--- config.mk ---
export PLATFORM = sky130hd
export DESIGN_NAME = qarma128_tweak_sched
export DESIGN_NICKNAME = d
export VERILOG_FILES = /design/src/rtl/qarma128_tweak_sched.sv
export SDC_FILE = /design/constraint.sdc
export NUM_CORES = 1
export LEC_CHECK = 0
export CAP_MARGIN = 20
export CORE_MARGIN = 2
export CORE_UTILIZATION = 45
export CTS_BUF_LIST = sky130_fd_sc_hd__clkbuf_8
export CTS_CLUSTER_SIZE = 20
export DETAILED_ROUTE_END_ITERATION = 10
export GPL_TIMING_DRIVEN = 0
export PLACE_DENSITY = 0.75
export SLEW_MARGIN = 20
export SYNTH_ARGS = -nofsm -noshare
export SYNTH_HDL_FRONTEND = slang
export SYNTH_SLANG_ARGS = --single-unit
--- constraint.sdc ---
create_clock -name clk -period 11.76 [get_ports clk]
set_input_delay 2.352 -clock clk [delete_from_list [all_inputs] [get_ports clk]]
set_output_delay 2.352 -clock clk [all_outputs]
set_load 0.03 [all_outputs]
--- src/rtl/qarma128_tweak_sched.sv ---
// qarma128_tweak_sched
//   Iterative QARMA-128 tweak-schedule sequencer. A 128-bit tweak T0 is loaded
//   on start, then the round tweaks are streamed over a valid/ready interface:
//   the forward half T0..T_R (T_{i+1} = omega(h(T_i))), followed by the backward
//   half T_R..T0. The backward half is recomputed with the inverse updates, so
//   only one tweak register is kept.
//
// Ports
//   clk, rst   clock, asynchronous active-high reset
//   start      load request, only honoured while idle
//   tweak_in   initial tweak T0
//   busy       high while a sequence is in progress
//   tw_out     current round tweak (the tweak register)
//   tw_valid   tw_out is valid
//   tw_ready   consumer accepts tw_out; a handshake is tw_valid & tw_ready
//   tw_round   index i of tw_out (T_i)
//   tw_dir     0 = forward half, 1 = backward half
//   tw_last    final tweak of the sequence (backward half, i = 0)
//   done       one-cycle pulse after the last handshake
module qarma128_tweak_sched #(
  parameter int ROUNDS = 11,
  parameter int CW     = 8
) (
  input  logic         clk,
  input  logic         rst,
  input  logic         start,
  input  logic [127:0] tweak_in,
  output logic         busy,
  output logic [127:0] tw_out,
  output logic         tw_valid,
  input  logic         tw_ready,
  output logic [3:0]   tw_round,
  output logic         tw_dir,
  output logic         tw_last,
  output logic         done
);

  localparam int         NCELLS     = 128 / CW;
  localparam logic [3:0] LAST_ROUND = 4'(ROUNDS);

  // The round counter is 4 bits and the cell layout assumes 16 byte cells.
  generate
    if (ROUNDS < 0 || ROUNDS > 15) begin : g_bad_rounds
      $error("qarma128_tweak_sched: ROUNDS must be in 0..15");
    end
    if (CW != 8) begin : g_bad_cw
      $error("qarma128_tweak_sched: CW must be 8 (16 cells of a 128-bit tweak)");
    end
  endgenerate

  typedef enum logic [1:0] {
    IDLE,
    FWD,
    BWD
  } state_t;

  state_t       state;
  logic [127:0] tw_reg;
  logic [3:0]   cnt;
  logic [127:0] fwd_next;
  logic [127:0] bwd_next;

  // Cell permutation table: output cell i takes input cell h_idx(i).
  function automatic int h_idx(input int i);
    case (i)
      0:       return 6;
      1:       return 5;
      2:       return 14;
      3:       return 15;
      4:       return 0;
      5:       return 1;
      6:       return 2;
      7:       return 3;
      8:       return 7;
      9:       return 12;
      10:      return 13;
      11:      return 4;
      12:      return 8;
      13:      return 9;
      14:      return 10;
      default: return 11;
    endcase
  endfunction

  function automatic logic is_omega_cell(input int i);
    return (i == 0) || (i == 1) || (i == 3) || (i == 4) ||
           (i == 8) || (i == 11) || (i == 13);
  endfunction

  // Cell k lives at bits [127-CW*k -: CW], i.e. cell 0 is the top byte.
  function automatic logic [127:0] h_perm(input logic [127:0] t);
    logic [127:0] r;
    r = '0;
    for (int i = 0; i < NCELLS; i++) begin
      r[127-CW*i -: CW] = t[127-CW*h_idx(i) -: CW];
    end
    return r;
  endfunction

  function automatic logic [127:0] h_inv(input logic [127:0] t);
    logic [127:0] r;
    r = '0;
    for (int i = 0; i < NCELLS; i++) begin
      r[127-CW*h_idx(i) -: CW] = t[127-CW*i -: CW];
    end
    return r;
  endfunction

  // omega is a one-bit LFSR step: shift right, new MSB = b0 ^ b2.
  function automatic logic [127:0] omega_layer(input logic [127:0] t);
    logic [127:0]    r;
    logic [CW-1:0]   b;
    r = t;
    for (int i = 0; i < NCELLS; i++) begin
      if (is_omega_cell(i)) begin
        b = t[127-CW*i -: CW];
        r[127-CW*i -: CW] = {b[0] ^ b[2], b[CW-1:1]};
      end
    end
    return r;
  endfunction

  // Inverse LFSR step: shift left, recovered b0 = o7 ^ o1.
  function automatic logic [127:0] omega_inv_layer(input logic [127:0] t);
    logic [127:0]    r;
    logic [CW-1:0]   o;
    r = t;
    for (int i = 0; i < NCELLS; i++) begin
      if (is_omega_cell(i)) begin
        o = t[127-CW*i -: CW];
        r[127-CW*i -: CW] = {o[CW-2:0], o[CW-1] ^ o[1]};
      end
    end
    return r;
  endfunction

  assign fwd_next = omega_layer(h_perm(tw_reg));
  assign bwd_next = h_inv(omega_inv_layer(tw_reg));

  assign tw_out   = tw_reg;
  assign tw_round = cnt;

  // Sequencer. In FWD/BWD tw_valid is always high, so tw_ready alone marks a
  // handshake. The FWD->BWD turn keeps reg/cnt so T_R is emitted twice.
  always_ff @(posedge clk or posedge rst) begin
    if (rst) begin
      state    <= IDLE;
      tw_reg   <= '0;
      cnt      <= '0;
      busy     <= 1'b0;
      tw_valid <= 1'b0;
      tw_dir   <= 1'b0;
      tw_last  <= 1'b0;
      done     <= 1'b0;
    end else begin
      done <= 1'b0;
      case (state)
        IDLE: begin
          if (start) begin
            state    <= FWD;
            tw_reg   <= tweak_in;
            cnt      <= '0;
            busy     <= 1'b1;
            tw_valid <= 1'b1;
            tw_dir   <= 1'b0;
            tw_last  <= 1'b0;
          end
        end
        FWD: begin
          if (tw_ready) begin
            if (cnt == LAST_ROUND) begin
              state   <= BWD;
              tw_dir  <= 1'b1;
              tw_last <= (cnt == 4'd0);
            end else begin
              tw_reg <= fwd_next;
              cnt    <= cnt + 4'd1;
            end
          end
        end
        BWD: begin
          if (tw_ready) begin
            if (cnt == 4'd0) begin
              state    <= IDLE;
              busy     <= 1'b0;
              tw_valid <= 1'b0;
              tw_dir   <= 1'b0;
              tw_last  <= 1'b0;
              done     <= 1'b1;
            end else begin
              tw_reg  <= bwd_next;
              cnt     <= cnt - 4'd1;
              tw_last <= (cnt == 4'd1);
            end
          end
        end
        default: begin
          state    <= IDLE;
          busy     <= 1'b0;
          tw_valid <= 1'b0;
        end
      endcase
    end
  end

endmodule

==> impl_metrics.tcl, run 1 <==
set metrics [dict create \
    status "complete, no violations" \
    critPathRequiredTime_ps 9410 \
    tns_ps 0 \
    synth_area_leader_cell "dfrtp_1" \
    antenna_cells 0 \
    area_delta_synth_final_pct 42.9 \
    drtAntennaViolNets 0 \
    slew_violations 0 \
    remaining_drc_errors 0 \
    final_nets 1249 \
    whs_ps 539 \
    grt.total_usage_pct 34.8 \
    insertion_delay_ps 450 \
    wire_per_inst_um 24.3 \
    setup_viol 0 \
    grt_max_degree 72 \
    clockBufferDepth 2 \
    max_clock_freq_mhz 245 \
    synth_seq_area_share_pct 43.2 \
    cp_top_family "buffers and inverters" \
    cts_tree "yes" \
    start_util_pct 46.1 \
    grt_pass1_vias 7957 \
    cts.sinks 138 \
    layout-drive-gt1-share_pct 10.7 \
    period_minus_slack_ps 4090 \
    fp.dieArea_sq_um 18900 \
    num_vias 8384 \
    netlist_instances 821 \
    dpl.hpwl_um 24200 \
    grt_antenna_before_repair 0 \
    grt_overflow 0 \
    grt_pass1_wl_um 48200 \
    postLayoutCellArea_sq_um 11400 \
    core_area_sq_um 17400 \
    critPathKind "reg2out" \
    drt-initial-drc-count 905 \
    clock-root-buffer "clkbuf_8" \
    h-tree-depth 4 \
    yosys_warnings 0 \
    start_kind "flop" \
    hold_viol_final 0 \
    max_cap_violations 0 \
    viasPerCell 6.22 \
    cp_slowest_stage_delay_ps 740 \
    cts_buffers 17 \
    finalCritPeriodShare_pct 34.7 \
    synth_area_per_cell_sq_um 9.74 \
    die_h_um 137 \
    synthDistinctLibCells 40 \
    hold_path.class "reg2reg" \
    io_buffer_count 268 \
    utilization_pct 65.9 \
    ys_top_cells_by_area "dfrtp_1 (43%), mux2_1 (11%), a22oi_1 (11%), mux2_2 (7.7%), a21oi_1 (7.4%)" \
    power.density_nw_per_um2 386 \
    leakage_nw 4.57 \
    yosys_register_bits 138 \
    postCtsSetupBuffers 0 \
    crit_fanout 5 \
    slew_headroom_pct 44.7 \
    gp_congestion 0.922 \
    syn-num-nets 961 \
    ios 269 \
    finClkSkew_ps 8.36 \
    tightest_slew_ps 830 \
    max-vdd-ir-drop_mv 0.183 \
    cpMaxStageDelayCell "clkdlybuf4s50_1" \
    syn_area_sq_um 8000 \
    drt_pass1_iterations 5 \
    worstPathBufferInverterCount 1 \
    placed_cell_area_sq_um 11000 \
    rows 48 \
    synth_top_area_share_pct 43.2 \
    die_width_um 137 \
    clk_pin_slew_ps 80 \
    cp.arrival_ps 1730 \
    wirelength_um 32700 \
    rsz0062_at_grt "false" \
    cp_cell_sequence "clkdlybuf4s50_1" \
    hold_buffers 0 \
    endpoint_kind "output port" \
    cts_resized 0 \
]
## layer usage
| metal | global-route usage (%) | wire length (um) |
|---|---|---|
| met5 | 0 | 0 |
| met4 | 15.6 | 1320 |
| met3 | 7.98 | 3560 |
| met2 | 53.1 | 14900 |
| met1 | 47.3 | 13000 |
## cell usage after synthesis
master    instances
buf_1             3
or3b_1            1
a31oi_1          15
o221ai_1          1
mux2_1           78
a22oi_1         115
buf_2            17
nor3b_1           1
o22a_1            1
clkbuf_1         47
or4b_2            1
inv_1             8
a21bo_2           1
and3_1            2
buf_4             1
a21boi_0          1
nor3_4            1
nand2_1          34
nor2_1          129
mux2i_1           2
nand4b_1          1
nand3_1           1
nor2_2            1
nor3_1            1
ha_1              8
mux2_2           55
o31a_1            2
nand3b_1          3
and4_1            1
a21oi_1         118
o21bai_1          1
a221o_1           1
dfrtp_1         138
a211oi_1          1
xor2_1           14
buf_6             9
o21ai_0           4
o211ai_1          1
nand2b_1          1
o22ai_2           1
## registers in the layout (all words and copies together) (netlist names)
| register | flops |
|---|---|
| busy | 1 |
| done | 1 |
| state | 2 |
| tw_dir | 1 |
| tw_last | 1 |
| tw_out | 128 |
| tw_round | 4 |
## cells by family (layout without fill, tap and decap cells)
group	after synthesis	count (layout)	share of synthesized area [%]
XOR/XNOR	14	14	1.53
AO/OA/AOI/OAI	263	263	20.8
multiplexers	135	135	19.0
AND/OR/NAND/NOR	178	178	9.12
adder cells (fa/ha/maj)	8	8	1.25
buffers and inverters	85	386	5.15
flip-flops	138	138	43.2
## stage by stage
step	power (mW)	setup WS, ps	cells
final	4.42	7670	1347
after global routing	4.63	7640	1347
after CTS	4.36	7680	1347
after detailed placement	3.92	7460	1315
after global placement	3.87	3510	1314
after floorplan	2.81	5710	821
## layout by cell type, fill, tap and decap left out, types with 2 or more instances in the layout
master and n:
mux2i_1 2, xor2_1 14, ha_1 8, dfrtp_1 138, o31a_1 2, nor2_1 129, clkdlybuf4s50_1 268, nand2_1 34
mux2_1 78, inv_1 8, clkinvlp_4 5, a22oi_1 115, and3_1 2, nand3b_1 3, clkbuf_1 47, buf_6 9
buf_2 17, o21ai_0 4, buf_1 3, mux2_2 55, a31oi_1 15, clkbuf_8 17, a21oi_1 118, clkinv_4 3
bufinv_16 4
## path summary, 6_finish.rpt
| kind | end | startpoint | slack [ps] | depth (start not counted) |
|---|---|---|---|---|
| setup / recovery | tw_out[74] | tw_out[74]$_DFFE_PP0P_ | 7670 | 1 |
| hold / removal | tw_dir$_DFFE_PP0P_ | tw_dir$_DFFE_PP0P_ | 540 | 1 |
| setup reg to reg | tw_out[44]$_DFFE_PP0P_ | state[0]$_DFFE_PP0P_ | 9040 | 7 |
| hold reg to reg | tw_dir$_DFFE_PP0P_ | tw_dir$_DFFE_PP0P_ | 540 | 1 |
| max in group asynchronous | tw_out[62]$_DFFE_PP0P_ | rst | 8670 | 3 |
| min in group asynchronous | tw_out[83]$_DFFE_PP0P_ | rst | 2360 | 2 |
## where the power goes
part           leakage (nW)  switching, mW  internal, mW
clock                 0.206          0.202         0.231
combinational          2.71           1.64          1.21
sequential             1.65          0.388         0.738
total                  4.57           2.23          2.18
## cell type report
class                      instances  area, sq um
tap                              225          282
inverter                           8         37.5
clock buffer                      17          234
multi-input combinational        598         4140
clock inverter                    15          201
fill                            1446         5920
timing repair buffer             269         2710
sequential                       138         3450
buffer                            77          382
## worst register-to-register path: stages (launching register included)
cell and delay [ps]:
dfrtp_1 400, inv_1 80, ha_1 280, clkbuf_1 430, buf_2 380, clkbuf_1 560, a21oi_1 150, mux2_1 330
(Power assumes the default switching activity.)
==> run 2: changes to the inputs <==
clock period = 3.9 ns   (was 11.76 ns; I/O delays follow)
==> run 2 against run 1 <==
Against the previous run: non-clock buffer count up 3; core utilization grew 0.29 points; count of clock-buffer cells in the layout up 2; total power grew to 3.0 times the previous value; sequential share of layout area fell by 0.13 points; critical endpoint is now tw_out[38]$_DFFE_PP0P_; largest power group unchanged.
==> impl_metrics.tcl, run 2 (synthesized netlist as in run 1, its figures left out) <==
set metrics [dict create \
    period_minus_slack_ps 2730 \
    clk_pin_slew_ps 80 \
    endpoint_kind "flop" \
    final_common_cell "clkdlybuf4s50_1" \
    fin_ws_ps 1170 \
    critPathRequiredTime_ps 4260 \
    max_cap_violations 0 \
    die_h_um 137 \
    reg2reg_depth 7 \
    whs_ps 519 \
    tightest_slew_ps 828 \
    grt_pass1_wl_um 48800 \
    critPathKind "reg2reg" \
    hold_viol_final 0 \
    h-tree-depth 4 \
    hold_depth 1 \
    tns_ps 0 \
    reg2reg_slack_ps 1170 \
    cts_tree "yes" \
    max_clock_freq_mhz 367 \
    core_area_sq_um 17400 \
    max-vdd-ir-drop_mv 0.588 \
    cp.arrival_ps 3090 \
    r2r_start "state[1]$_DFFE_PP0P_" \
    utilization_pct 66.2 \
    finClkSkew_ps 8.90 \
    power.density_nw_per_um2 1160 \
    wire_per_inst_um 24.3 \
    cts.sinks 138 \
    remaining_drc_errors 0 \
    largest_register_ffs 128 \
    cts_buffers 17 \
    hold_buffers 0 \
    r2r_end "tw_out[38]$_DFFE_PP0P_" \
    cts_resized 0 \
    dpl.cell_count 1318 \
    postLayoutCellArea_sq_um 11500 \
    gp_congestion 0.930 \
    fin_cells 1350 \
    drt_pass1_iterations 6 \
    placed_cell_area_sq_um 11000 \
    dpl.hpwl_um 24400 \
    setup_viol 0 \
    area_delta_synth_final_pct 43.6 \
    io_buffer_count 268 \
    grt_overflow 0 \
    wirelength_um 32800 \
    drt-initial-drc-count 1028 \
    final_nets 1252 \
    grt.total_usage_pct 35.1 \
    clock-root-buffer "clkbuf_8" \
    hp-start "tw_last$_DFFE_PP0P_" \
    rows 48 \
    rsz0062_at_grt "false" \
    insertion_delay_ps 480 \
    grt_pass1_vias 8036 \
    postCtsSetupBuffers 0 \
    die_width_um 137 \
    holdPathEnd "tw_last$_DFFE_PP0P_" \
    clockBufferDepth 2 \
    fillers 1448 \
    slew_headroom_pct 44.8 \
    dp_worst_setup_slack_ps 1190 \
    leakage_nw 4.60 \
    crit_fanout 10 \
    ios 269 \
    finalCritPeriodShare_pct 69.9 \
    antenna_cells 0 \
    final_cell_mix "clkdlybuf4s50_1 (268), dfrtp_1 (138), nor2_1 (129)" \
    status "complete, no violations" \
    start_util_pct 46.1 \
    start_kind "flop" \
    num_vias 8444 \
    hold_path.class "reg2reg" \
    drtAntennaViolNets 0 \
    layout-drive-gt1-share_pct 10.9 \
    fp.dieArea_sq_um 18900 \
    slew_violations 0 \
    design_power_total_mw 13.3 \
    grt_max_degree 34 \
    viasPerCell 6.25 \
    grt_antenna_before_repair 0 \
]
[run 2: cell types whose count changed in the layout (fill, tap and decap cells not counted), sizes merged]
| cell | before | now |
|---|---|---|
| clkbuf | 64 | 66 |
| clkinvlp | 5 | 4 |
| clkinv | 4 | 5 |
| buf | 31 | 34 |
| inv | 10 | 8 |
[run 2: critical path, stage by stage, from the launching register on]
cell and delay, ps:
dfrtp_1 390, inv_1 100, ha_1 270, clkbuf_1 440, buf_2 340, clkbuf_1 590, a21oi_1 150, mux2_1 330
[run 2: worst max path at each step]
stage,start,to,cells past startpoint
2_1_floorplan,rst,busy$_DFFE_PP0P_,1
3_3_place_gp,rst,tw_out[20]$_DFFE_PP0P_,2
3_5_place_dp,tw_ready,tw_out[113]$_DFFE_PP0P_,6
4_1_cts,state[1]$_DFFE_PP0P_,tw_out[40]$_DFFE_PP0P_,7
5_1_grt,state[0]$_DFFE_PP0P_,tw_out[35]$_DFFE_PP0P_,7
6_report,state[1]$_DFFE_PP0P_,tw_out[38]$_DFFE_PP0P_,7
[run 2: power breakdown]
group          total [mW]  internal [mW]  leakage [nW]  switching, mW
clock network        1.32          0.724         0.219          0.598
registers            3.40           2.23          1.65           1.17
logic                8.62           3.66          2.73           4.95
[run 2: layout make-up]
cell class                 count  area (sq um)  share of cell area [%]
sequential                   138          3450                    30.1
clock inverter                13           175                    1.53
buffer                        77           382                    3.32
timing repair buffer         272          2760                    24.1
tap                          225           282                    2.45
clock buffer                  19           262                    2.28
inverter                       8          33.8                   0.294
multi-input combinational    598          4140                    36.0
[run 2: routing by layer]
metal,vias to the layer above,wire (um),global-route usage (%)
met5,-,0,0
met4,0,1280,14.6
met3,94,3640,8.02
met2,629,15100,54.6
met1,4157,12800,47.3
li1,3564,-,-
==> run 3: changes to the inputs <==
CORE_UTILIZATION = 43   (was 45)
clock period = 2.5 ns   (was 3.9 ns; I/O delays follow)
==> run 3 against run 2 <==
Against the previous run: count of clock-buffer cells in the layout fell by 1; total power rose by 57%; combinational power is 58% higher; non-clock buffer count unchanged; fmax is 14% higher; critical endpoint is now tw_out[44]$_DFFE_PP0P_.
==> impl_metrics.tcl, run 3 (synthesized netlist as in run 1, its figures left out) <==
set metrics [dict create \
    top_layer "met4" \
    dpl.cell_count 1322 \
    largest_register_ffs 128 \
    leakage_nw 4.68 \
    cts.sinks 138 \
    period_minus_slack_ps 2400 \
    num_vias 8341 \
    dp_worst_setup_slack_ps -121 \
    max-vdd-ir-drop_mv 0.949 \
    grt_antenna_before_repair 0 \
    max_clock_freq_mhz 417 \
    drtAntennaViolNets 0 \
    wirelength_um 33100 \
    crit_fanout 10 \
    reg2reg_slack_ps 100 \
    grt_overflow 0 \
    ios 269 \
    cpMaxStageDelayCell "clkbuf_1" \
    area_delta_synth_final_pct 44.2 \
    hold_viol_final 0 \
    insertion_delay_ps 460 \
    finalCritPeriodShare_pct 95.9 \
    slew_violations 0 \
    met2WireLength_um 15100 \
    cts_tree "yes" \
    dpl.hpwl_um 24700 \
    drt_pass1_iterations 8 \
    grt_pass1_wl_um 49100 \
    drt-initial-drc-count 979 \
    die_width_um 140 \
    critPathRequiredTime_ps 2900 \
    endpoint_kind "flop" \
    fillers 1504 \
    crit_top_cell "clkbuf_1" \
    tightest_slew_ps 686 \
    tns_ps 0 \
    clk_pin_slew_ps 80 \
    fin_cells 1353 \
    die_h_um 140 \
    wl_met1_um 13400 \
    final_cell_mix "clkdlybuf4s50_1 (268), dfrtp_1 (138), nor2_1 (129)" \
    io_buffer_count 268 \
    layout-drive-gt1-share_pct 12.8 \
    rsz0062_at_grt "false" \
    clockBufferDepth 2 \
    final_nets 1252 \
    grt.total_usage_pct 33.0 \
    start_util_pct 44.2 \
    rows 49 \
    fin_ws_ps 102 \
    start_kind "flop" \
    status "complete, no violations" \
    utilization_pct 63.8 \
    grt_pass1_vias 8043 \
    core_area_sq_um 18100 \
    cts_buffers 17 \
    cp.arrival_ps 2800 \
    max_cap_violations 0 \
    remaining_drc_errors 0 \
    cp_slowest_stage_delay_ps 510 \
    viasPerCell 6.16 \
    setup_viol 0 \
    wl_met3_um 3420 \
    hold_path.class "in2async" \
    critPathKind "reg2reg" \
    antenna_cells 0 \
    fp.dieArea_sq_um 19700 \
    slew_headroom_pct 54.3 \
    grt_max_degree 32 \
    final_common_cell "clkdlybuf4s50_1" \
    cp_cell_sequence "inv_1, ha_1, buf_2, clkbuf_1, clkbuf_1, a22oi_1, a21oi_1, mux2_1" \
    gp_congestion 0.938 \
    h-tree-depth 4 \
    wire_per_inst_um 24.5 \
    finClkSkew_ps 8.40 \
    power.density_nw_per_um2 1820 \
    clock-root-buffer "clkbuf_8" \
]
## run 3: cell type report
type | instances | area, sq um | share of cell area [%]
Clock inverter | 13 | 201 | 1.75
Clock buffer | 18 | 248 | 2.15
Timing Repair Buffer | 273 | 2770 | 24.0
Multi-Input combinational cell | 598 | 4140 | 35.9
Buffer | 76 | 404 | 3.50
Tap cell | 229 | 287 | 2.48
Sequential cell | 138 | 3450 | 29.9
Inverter | 8 | 33.8 | 0.293
## run 3: routing by layer
layer	GRT usage [%]	vias to the layer above
li1	-	3578
met4	12.9	0
met1	45.2	4106
met2	51.4	572
met3	6.70	85
met5	0	-
## run 3: path summary, 6_finish.rpt
path | endpoint | depth (start not counted) | startpoint
worst max-delay path | tw_out[44]$_DFFE_PP0P_ | 8 | state[1]$_DFFE_PP0P_
worst min-delay path | tw_out[126]$_DFFE_PP0P_ | 2 | rst
worst max register to register | tw_out[44]$_DFFE_PP0P_ | 8 | state[1]$_DFFE_PP0P_
worst min register to register | tw_last$_DFFE_PP0P_ | 1 | tw_last$_DFFE_PP0P_
max in group asynchronous | tw_out[51]$_DFFE_PP0P_ | 4 | rst
min in group clk | tw_last$_DFFE_PP0P_ | 1 | tw_last$_DFFE_PP0P_
## run 3: critical path, delay by kind of cell, from the launching register on
family / cells / cell delay [ps]
buf+inv: 4 / 1280
flops: 1 / 410
compound gates: 2 / 360
mux: 1 / 150
fa+ha+maj: 1 / 140
## run 3: through the flow
step	hold slack (ps)	total power, mW	cell area [sq um]
after global placement	504	18.2	11000
final	451	21.0	11500
after floorplan	538	13.2	8000
after CTS	459	20.7	11500
after global routing	495	22.0	11500
after detailed placement	508	18.5	11100
## run 3: what timing repair did
item,in CTS,in global routing
pin swaps,0,1
hold endpoints to repair,0,0
cloned,0,0
setup endpoints to repair,58,127
resized for setup,8,25
hold buffers,0,0
buffers inserted,0,1
## run 3: power by group
group          internal (mW)  switching (mW)
combinational           5.79            7.80
clock                   1.20           0.926
sequential              3.47            1.80
total                   10.5            10.5
